==> src/rtl/cam_pkg.sv <==
// Shared types and defaults for the camera frame-capture block.
package cam_pkg;

    localparam int unsigned IMG_W_DEF = 640;
    localparam int unsigned IMG_H_DEF = 480;
    localparam int unsigned WIN_W_DEF = 250;
    localparam int unsigned WIN_H_DEF = 250;

    localparam int unsigned ADDR_W = 8;
    localparam int unsigned BYTE_W = 8;
    localparam int unsigned PIX_W  = 16;

    // Luma weights scaled by 256
    localparam int unsigned GRAY_COEF_R = 77;
    localparam int unsigned GRAY_COEF_G = 150;
    localparam int unsigned GRAY_COEF_B = 29;

    typedef enum logic [1:0] {
        SYNC    = 2'd0,
        CAPTURE = 2'd1,
        FROZEN  = 2'd2
    } cap_state_e;

    typedef struct packed {
        logic [ADDR_W-1:0] row;
        logic [ADDR_W-1:0] col;
        logic [PIX_W-1:0]  data;
    } pix_wr_t;

endpackage

==> src/rtl/rgb565_to_gray.sv <==
// One registered stage converting an RGB565 write into an 8-bit luma write.
// Built only when CAP_GRAYSCALE_EN is defined.
`ifdef CAP_GRAYSCALE_EN
module rgb565_to_gray
    import cam_pkg::*;
(
    input  logic    clk,
    input  logic    rst,
    input  logic    in_valid,
    input  pix_wr_t in_wr,
    output logic    out_valid,
    output pix_wr_t out_wr
);

    logic [7:0]  r8;
    logic [7:0]  g8;
    logic [7:0]  b8;
    logic [15:0] sum;

    // Expand channels to 8 bits by replicating MSBs; weighted sum fits in 16 bits
    always_comb begin
        r8  = {in_wr.data[15:11], in_wr.data[15:13]};
        g8  = {in_wr.data[10:5],  in_wr.data[10:9]};
        b8  = {in_wr.data[4:0],   in_wr.data[4:2]};
        sum = 16'(GRAY_COEF_R) * 16'(r8)
            + 16'(GRAY_COEF_G) * 16'(g8)
            + 16'(GRAY_COEF_B) * 16'(b8);
    end

    always_ff @(posedge clk) begin
        if (rst) begin
            out_valid <= 1'b0;
            out_wr    <= '0;
        end else begin
            out_valid <= in_valid;
            if (in_valid) begin
                out_wr.row  <= in_wr.row;
                out_wr.col  <= in_wr.col;
                out_wr.data <= sum >> 8;
            end
        end
    end

endmodule
`endif

==> src/rtl/cam_frame_capture.sv <==
// Captures a WIN_W x WIN_H crop of an 8-bit-bus RGB565 camera stream into a frame buffer.
// Define CAP_GRAYSCALE_EN to write 8-bit luma instead of raw RGB565 (one extra cycle latency).
module cam_frame_capture
    import cam_pkg::*;
#(
    parameter int unsigned IMG_W = IMG_W_DEF,
    parameter int unsigned IMG_H = IMG_H_DEF,
    parameter int unsigned WIN_W = WIN_W_DEF,
    parameter int unsigned WIN_H = WIN_H_DEF
) (
    input  logic              clk,
    input  logic              rst,
    input  logic              cam_vsync,
    input  logic              cam_href,
    input  logic [BYTE_W-1:0] cam_data,
    input  logic              freeze,
    output logic              wr_en,
    output logic [ADDR_W-1:0] wr_row,
    output logic [ADDR_W-1:0] wr_col,
    output logic [PIX_W-1:0]  wr_data,
    output logic              frame_done,
    output logic              frozen,
    output logic              err_overrun
);

    // Counters hold one value past the image edge so overruns stay visible
    localparam int unsigned X_W = $clog2(IMG_W + 1);
    localparam int unsigned Y_W = $clog2(IMG_H + 1);

    cap_state_e state_q;
    cap_state_e state_d;

    logic              vsync_q;
    logic              href_q;
    logic [X_W-1:0]    x_q;
    logic [Y_W-1:0]    y_q;
    logic              phase_q;
    logic [BYTE_W-1:0] hi_q;

    logic vsync_rise;
    logic vsync_fall;
    logic line_end;
    logic byte_ok;
    logic pix_done;
    logic x_over;
    logic y_over;
    logic in_win;
    logic wr_req;
    logic frame_done_d;

    logic    s1_valid;
    pix_wr_t s1_wr;

    // A vsync rise with href still high closes the line; that cycle's byte is dropped
    always_comb begin
        vsync_rise = cam_vsync & ~vsync_q;
        vsync_fall = ~cam_vsync & vsync_q;
        line_end   = (href_q & ~cam_href) | (vsync_rise & cam_href);
        byte_ok    = cam_href & ~vsync_rise;
        pix_done   = byte_ok & phase_q;
        x_over     = (x_q >= X_W'(IMG_W));
        y_over     = (y_q >= Y_W'(IMG_H));
        in_win     = (x_q < X_W'(WIN_W)) && (y_q < Y_W'(WIN_H));
    end

    always_ff @(posedge clk) begin
        if (rst) begin
            state_q <= SYNC;
            frozen  <= 1'b0;
        end else begin
            state_q <= state_d;
            frozen  <= (state_d == FROZEN);
        end
    end

    always_comb begin
        state_d      = state_q;
        wr_req       = 1'b0;
        frame_done_d = 1'b0;
        unique case (state_q)
            SYNC: begin
                if (vsync_fall) state_d = CAPTURE;
            end
            CAPTURE: begin
                wr_req       = pix_done & in_win & ~x_over & ~y_over;
                frame_done_d = vsync_rise & ((y_q != '0) | (line_end & (x_q != '0)));
                if (vsync_rise && freeze) state_d = FROZEN;
            end
            FROZEN: begin
                if (vsync_rise && !freeze) state_d = CAPTURE;
            end
            default: state_d = SYNC;
        endcase
    end

    // Sync edge detection, byte pairing and pixel/line counters
    always_ff @(posedge clk) begin
        if (rst) begin
            vsync_q     <= 1'b0;
            href_q      <= 1'b0;
            x_q         <= '0;
            y_q         <= '0;
            phase_q     <= 1'b0;
            hi_q        <= '0;
            err_overrun <= 1'b0;
        end else begin
            vsync_q <= cam_vsync;
            href_q  <= cam_href;

            if (!byte_ok) phase_q <= 1'b0;
            else          phase_q <= ~phase_q;

            if (byte_ok && !phase_q) hi_q <= cam_data;

            if (line_end || vsync_rise)  x_q <= '0;
            else if (pix_done && !x_over) x_q <= x_q + X_W'(1);

            if (vsync_rise)                              y_q <= '0;
            else if (line_end && (x_q != '0) && !y_over) y_q <= y_q + Y_W'(1);

            if (byte_ok && (x_over || y_over)) err_overrun <= 1'b1;
        end
    end

    always_ff @(posedge clk) begin
        if (rst) begin
            s1_valid   <= 1'b0;
            s1_wr      <= '0;
            frame_done <= 1'b0;
        end else begin
            s1_valid   <= wr_req;
            frame_done <= frame_done_d;
            if (wr_req) begin
                s1_wr.row  <= ADDR_W'(y_q);
                s1_wr.col  <= ADDR_W'(x_q);
                s1_wr.data <= {hi_q, cam_data};
            end
        end
    end

`ifdef CAP_GRAYSCALE_EN
    logic    g_valid;
    pix_wr_t g_wr;

    rgb565_to_gray u_gray (
        .clk       (clk),
        .rst       (rst),
        .in_valid  (s1_valid),
        .in_wr     (s1_wr),
        .out_valid (g_valid),
        .out_wr    (g_wr)
    );

    assign wr_en   = g_valid;
    assign wr_row  = g_wr.row;
    assign wr_col  = g_wr.col;
    assign wr_data = g_wr.data;
`else
    assign wr_en   = s1_valid;
    assign wr_row  = s1_wr.row;
    assign wr_col  = s1_wr.col;
    assign wr_data = s1_wr.data;
`endif

endmodule

==> config.mk <==
export PLATFORM = sky130hd
export DESIGN_NAME = cam_frame_capture
export DESIGN_NICKNAME = d
export VERILOG_FILES = /design/src/rtl/cam_pkg.sv /design/src/rtl/rgb565_to_gray.sv /design/src/rtl/cam_frame_capture.sv
export SDC_FILE = /design/constraint.sdc
export NUM_CORES = 1
export LEC_CHECK = 0
export CAP_MARGIN = 25
export CORE_AREA = 2 2 76 78
export CTS_CLUSTER_SIZE = 28
export DETAILED_ROUTE_END_ITERATION = 8
export DIE_AREA = 0 0 78 80
export PLACE_DENSITY = 0.78
export SETUP_SLACK_MARGIN = 0.3
export SLEW_MARGIN = 20
export SYNTH_ARGS = -nofsm -noshare
export SYNTH_HDL_FRONTEND = slang
export SYNTH_SLANG_ARGS = --single-unit
==> constraint.sdc <==
create_clock -name clk -period 2.3 [get_ports clk]
set_clock_uncertainty 0.2 [all_clocks]
set_input_delay 0.345 -clock clk [delete_from_list [all_inputs] [get_ports clk]]
set_output_delay 0.345 -clock clk [all_outputs]
set_load 0.02 [all_outputs]
[Word level (Yosys, flattened, before mapping)]
Index checks and enable logic that the tools add are counted.
Word-level totals
  logic and storage cells: 71
  bits in registers: 68
  output and inout bits: 36
  RAM bits: 0
  memories: 0
  bits of input ports: 13
  memory bits (read-only): 0
  latch bits: 0
Operators by class
  reductions and logical operators: 21
  shift operators: 0
  multipliers: 0
  eq/ne operators: 3
  mux-type cells: 5
  divide/modulo/power cells: 0
  magnitude comparators: 4
  add/sub/neg operators: 2
  bitwise logic cells: 22
Operator list (number)
  $and A1 B1 Y1: 11
  $add A10 B1 Y10 const B: 1
  $ge A10 B10 Y1 const B: 1
  $lt A10 B8 Y1 const B: 1
  $reduce_bool A10 Y1: 1
  $add A9 B1 Y9 const B: 1
  $ge A9 B9 Y1 const B: 1
  $lt A9 B8 Y1 const B: 1
  $not A1 Y1: 9
  $reduce_bool A9 Y1: 1
  $logic_and A1 B1 Y1: 8
  $reduce_or A2 Y1: 4
  $mux W2: 3
  $pmux W2 S3: 1
  $eq A2 B2 Y1 const B: 2
  $logic_not A1 Y1: 4
  $eq A2 B1 Y1 const B: 1
  $logic_not A2 Y1: 1
  $logic_or A1 B1 Y1: 2
  $or A1 B1 Y1: 2
  $mux W1: 1

[Logic depth before layout (Yosys ltp)]
  word-level depth: 9
  depth in mapped cells: 8
  mapped depth without buffers: 7

[Worst setup path before layout]
OpenSTA, ideal clock, no wires.
  path type: reg-to-reg
  start point: register x_q[8]
  end point: register s1_wr, in the netlist wr_data[0]
  buffers on the path: 2
  required time: 1.968 ns
  stages on the path, launching flop included: 8
  setup time: 0.132 ns
  data arrival time: 1.471 ns
  setup slack: 0.496 ns
  period minus slack after synthesis: 1.804 ns
  cell sequence: dfxtp_1 -> nor4b_2 -> o211ai_1 -> or3_1 -> buf_6 -> buf_6 -> nand2_1 -> a21oi_1
On the way
  word-level cells in the longest chain between the ends: 6
  elaborated cells between the ends (all ways): 8
  those cells by class: order compare (2); mux (1); bitwise (4); reduce/logical (1)
Ends and longest elaborated chain
  start: declaration: RTL line cam_frame_capture.sv:35  | logic [X_W-1:0] x_q;
  start signal: assignment: RTL line cam_frame_capture.sv:116  | else if (pix_done && !x_over) x_q <= x_q + X_W'(1);
  $lt A10 B8 Y1: RTL line cam_frame_capture.sv:63  | in_win = (x_q < X_W'(WIN_W)) && (y_q < Y_W'(WIN_H));
  $logic_and A1 B1 Y1: RTL line cam_frame_capture.sv:63
  $and A1 B1 Y1: RTL line cam_frame_capture.sv:85  | wr_req = pix_done & in_win & ~x_over & ~y_over;
  $and A1 B1 Y1 * (2 in a row): RTL line cam_frame_capture.sv:85
  $mux W1 *: RTL line cam_frame_capture.sv:80  | unique case (state_q)
  end: declaration: RTL line cam_frame_capture.sv:52  | pix_wr_t s1_wr;
Mark *: on every way between the ends. The rest lies on a longest branch, timed or not.
A chain may end at the register's enable or synchronous reset.

[Worst setup path after layout]
  start point: input port cam_vsync
  end point: register x_q[5]
On the way
  word-level cells in the longest chain between the ends: 5
  elaborated cells between the ends (all ways): 9
  those cells by class: bitwise (6); reduce/logical (3)
Ends and longest elaborated chain
  start: declaration: RTL line cam_frame_capture.sv:13  | input logic cam_vsync,
  $and A1 B1 Y1 *: RTL line cam_frame_capture.sv:56  | vsync_rise = cam_vsync & ~vsync_q;
  $and A1 B1 Y1 / $not A1 Y1 (equally long branches): RTL line cam_frame_capture.sv:58, cam_frame_capture.sv:59
  $or A1 B1 Y1 / $and A1 B1 Y1 (equally long branches): RTL line cam_frame_capture.sv:58, cam_frame_capture.sv:59
  $logic_or A1 B1 Y1 / $and A1 B1 Y1 (equally long branches): RTL line cam_frame_capture.sv:115, cam_frame_capture.sv:60
  $reduce_or A2 Y1 (no source line) / $logic_and A1 B1 Y1 (equally long branches)
Marks and branches as above.

==> metrics.md <==
| Metric | Value |
|---|---|
| CP Capture Point | x_q[5] |
| Async S/R FF share, synth | 0% |
| Avg WL per Cell | ~13 µm |
| GR Util All Layers | about 19% |
| Fmax | 523 MHz |
| Maximum vdd drop | 0.423 mV |
| GR Overflow Total | 0 |
| CTS tree | done |
| Yosys warns | 0 |
| Minimum clock period after layout | 1.91 ns |
| Final Hold Viols | 0 |
| Layout fillers | ~450 |
| Synth Flop Type | dfxtp_1 |
| Core Area | roughly 5400 µm² |
| Post-synth EDFFs | 0 |
| PwrDens | between 600 and 700 nW/µm² |
| Pleak | about 1.3 nW |
| Die Y | roughly 80 µm |
| ANT cells | 0 |
| Slew HR | between 60% and 70% |
| Most frequent cells in the layout | nand2_1, dfxtp_1, clkdlybuf4s50_1 |
| CTS max path bufs | 2 |
| Mapped Area | 2750 µm² |
| Post-synthesis cell count | around 320 |
| Via density | 5.15 |
| Run status | complete, no violations |
| Routed WL | between 5000 and 6000 µm |
| DRT antenna net count | 0 |
| CP startpoint | cam_vsync |
| Syn_area_per_cell | 8.48 µm² |
| CTS root buf | clkbuf_8 |
| CTS Buf Count | 9 |
| Vias after detailed routing | 2328 |
| Critical path's slowest cell | clkdlybuf4s50_1 |
| Reg2reg end | y_q[6] |
| Final Max Tran Viols | 0 |
| Detailed placement HPWL | 3850 µm |
| Unique masters post-synth | 40 |
| First-pass GRT wire length | around 9600 µm |
| Die span in x | between 70 and 80 µm |
| Drt first-iter violations | approximately 120 |
| WP depth | 6 |
| CP Max Fanout | 6 |
| Family with the most delay on the worst path | simple AND/OR/NAND/NOR gates |
| R2R depth | 7 |
| Kind of end point of the critical path | flop |
| Worst Max-Slew Pin Slew | 0.479 ns |
| Worst skew pair latency | 0.34 ns |
| Critical path, cell by cell | clkdlybuf4s50_1, nor2b_1, nor4b_2, nand4_1, xor2_1, nor2_1 |
| Port Buffer Count | 48 |
| Initial Utilization | around 51% |
| Syn-to-layout area delta | 30.1% |
| GPL Wtd Cong | between 0.8 and 0.9 |
| Multi-input logic area | 1280 µm² |
| Seq/Total Area, Yosys | just under 50% |
| Final period util | 83.2% |
| Startpoint types | input port |
| Min-delay worst type | in -> reg |
| Critical Path RT | ~2.3 ns |
| Dpl cells | about 430 |
| CTS clk-pin slew, worst paths | ~0.070 ns |
| H-tree levels | 3 |
| CP Data Arrival Time | 1.95 ns |
| Fin cells | approximately 450 |
| Nets | 392 |
| Synth Net Count | 341 |
| Crit path buf inv count | 1 |
| Initial antenna violation count | 0 |
| Die ar. | about 6200 µm² |
| FF-to-FF setup slack | ~0.41 ns |
| DRC viols | 0 |
| RSZ-0062 raised after global routing | true |
| FF+latch count, synth | 68 |
| Commonest non-fill, non-tap cell in the layout | nand2_1 |
| Worst path max stage delay | between 0.5 and 0.6 ns |
| Worst r2r src | x_q[1] |
| Number of global-route vias before repair | around 2200 |
| Setup violators final | 0 |
| I/O pin cnt | 49 |
| Register Area | 1360 µm² |
| Setup TNS | 0 ns |
| Layout cell share with drive strength beyond 1 | ~10% |
| DRT Pass-1 Iters | 4 |
| Crit Path Class | in -> reg |
| Largest net degree at the start of global routing | 43 |
| Max-cap viol count | 0 |
| Row count | 27 |
| Clock sink total | roughly 70 |
[metal layers]
layer	wire, µm	GRT usage, %
met4	75	7.54
met2	2720	32.0
met1	2610	23.7
met3	357	6.11
met5	0	0
[cell usage after synthesis, types with 4 or more instances]
cell type	count	area, µm²
o21ai_0	5	25.0
nand3_1	9	45.0
dfxtp_1	68	1360
nand4_1	4	25.0
a21oi_1	39	195
clkbuf_1	6	22.5
mux2i_1	9	90.1
nor2_1	28	105
buf_6	4	45.0
ha_1	4	50.1
inv_1	8	30.0
buf_2	7	35.0
xor2_1	11	96.3
nand2_1	78	293
[timing repair]
action                                  4_1_cts  5_1_grt
setup buffers                                 0        1
gates cloned                                  0        1
hold buffers                                  0        0
gates resized for setup                       0        8
endpoints found under the setup margin        1       39
pin swaps                                     1        3
[layout make-up]
type                       count  share of cell area (%)
multi-input combinational    230                    35.8
clock inverter                 5                    1.68
clock buffer                  11                    4.23
sequential                    68                    38.1
tap                           72                    2.52
inverter                       8                   0.840
timing repair buffer          58                    16.8
[cell families after synthesis]
kind of cell    synth area share, %
compound gates                 11.2
buf+inv                        5.01
fa+ha+maj                      1.82
mux                            3.28
simple gates                   25.0
xor+xnor                       4.14
flops                          49.5
[worst min-delay path by stage]
| stage | slack (ns) | end | from | depth (start not counted) |
|---|---|---|---|---|
| floorplan | 0.23 | wr_data[10] | hi_q[2] | 2 |
| global placement | 0.24 | wr_data[15] | hi_q[7] | 2 |
| detailed placement | 0.25 | wr_col[4] | wr_col[4] | 2 |
| CTS | 0.26 | wr_col[4] | wr_col[4] | 2 |
| global route | 0.18 | href_q | cam_href | 2 |
| finish | 0.16 | href_q | cam_href | 2 |
[through the flow]
| step | cell area [µm²] | util (%) | power, W | setup slack (ns) | hold WS, ns |
|---|---|---|---|---|---|
| floorplan | 2750 | - | 0.00129 | 0.496 | 0.231 |
| global route | 3580 | 66.2 | 0.00242 | 0.243 | 0.181 |
| global placement | 3300 | 61.0 | 0.00133 | 0.0937 | 0.238 |
| detailed placement | 3300 | 61.0 | 0.00133 | 0.0618 | 0.246 |
| finish | 3580 | 66.2 | 0.00233 | 0.387 | 0.161 |
| CTS | 3510 | 64.9 | 0.00235 | 0.305 | 0.256 |
[sequential cells by signal, summed over array words and instances (netlist names), 2 cells and up]
name	flops
hi_q	8
state_q	2
wr_col	8
wr_data	16
wr_row	8
x_q	10
y_q	9
[power by group]
group          internal (W)  switching [W]
sequential          0.00119     0.00000981
combinational     0.0000531      0.0000583
clock              0.000561       0.000454
total               0.00181       0.000522
Note: power is estimated with default switching activity, not from simulation.
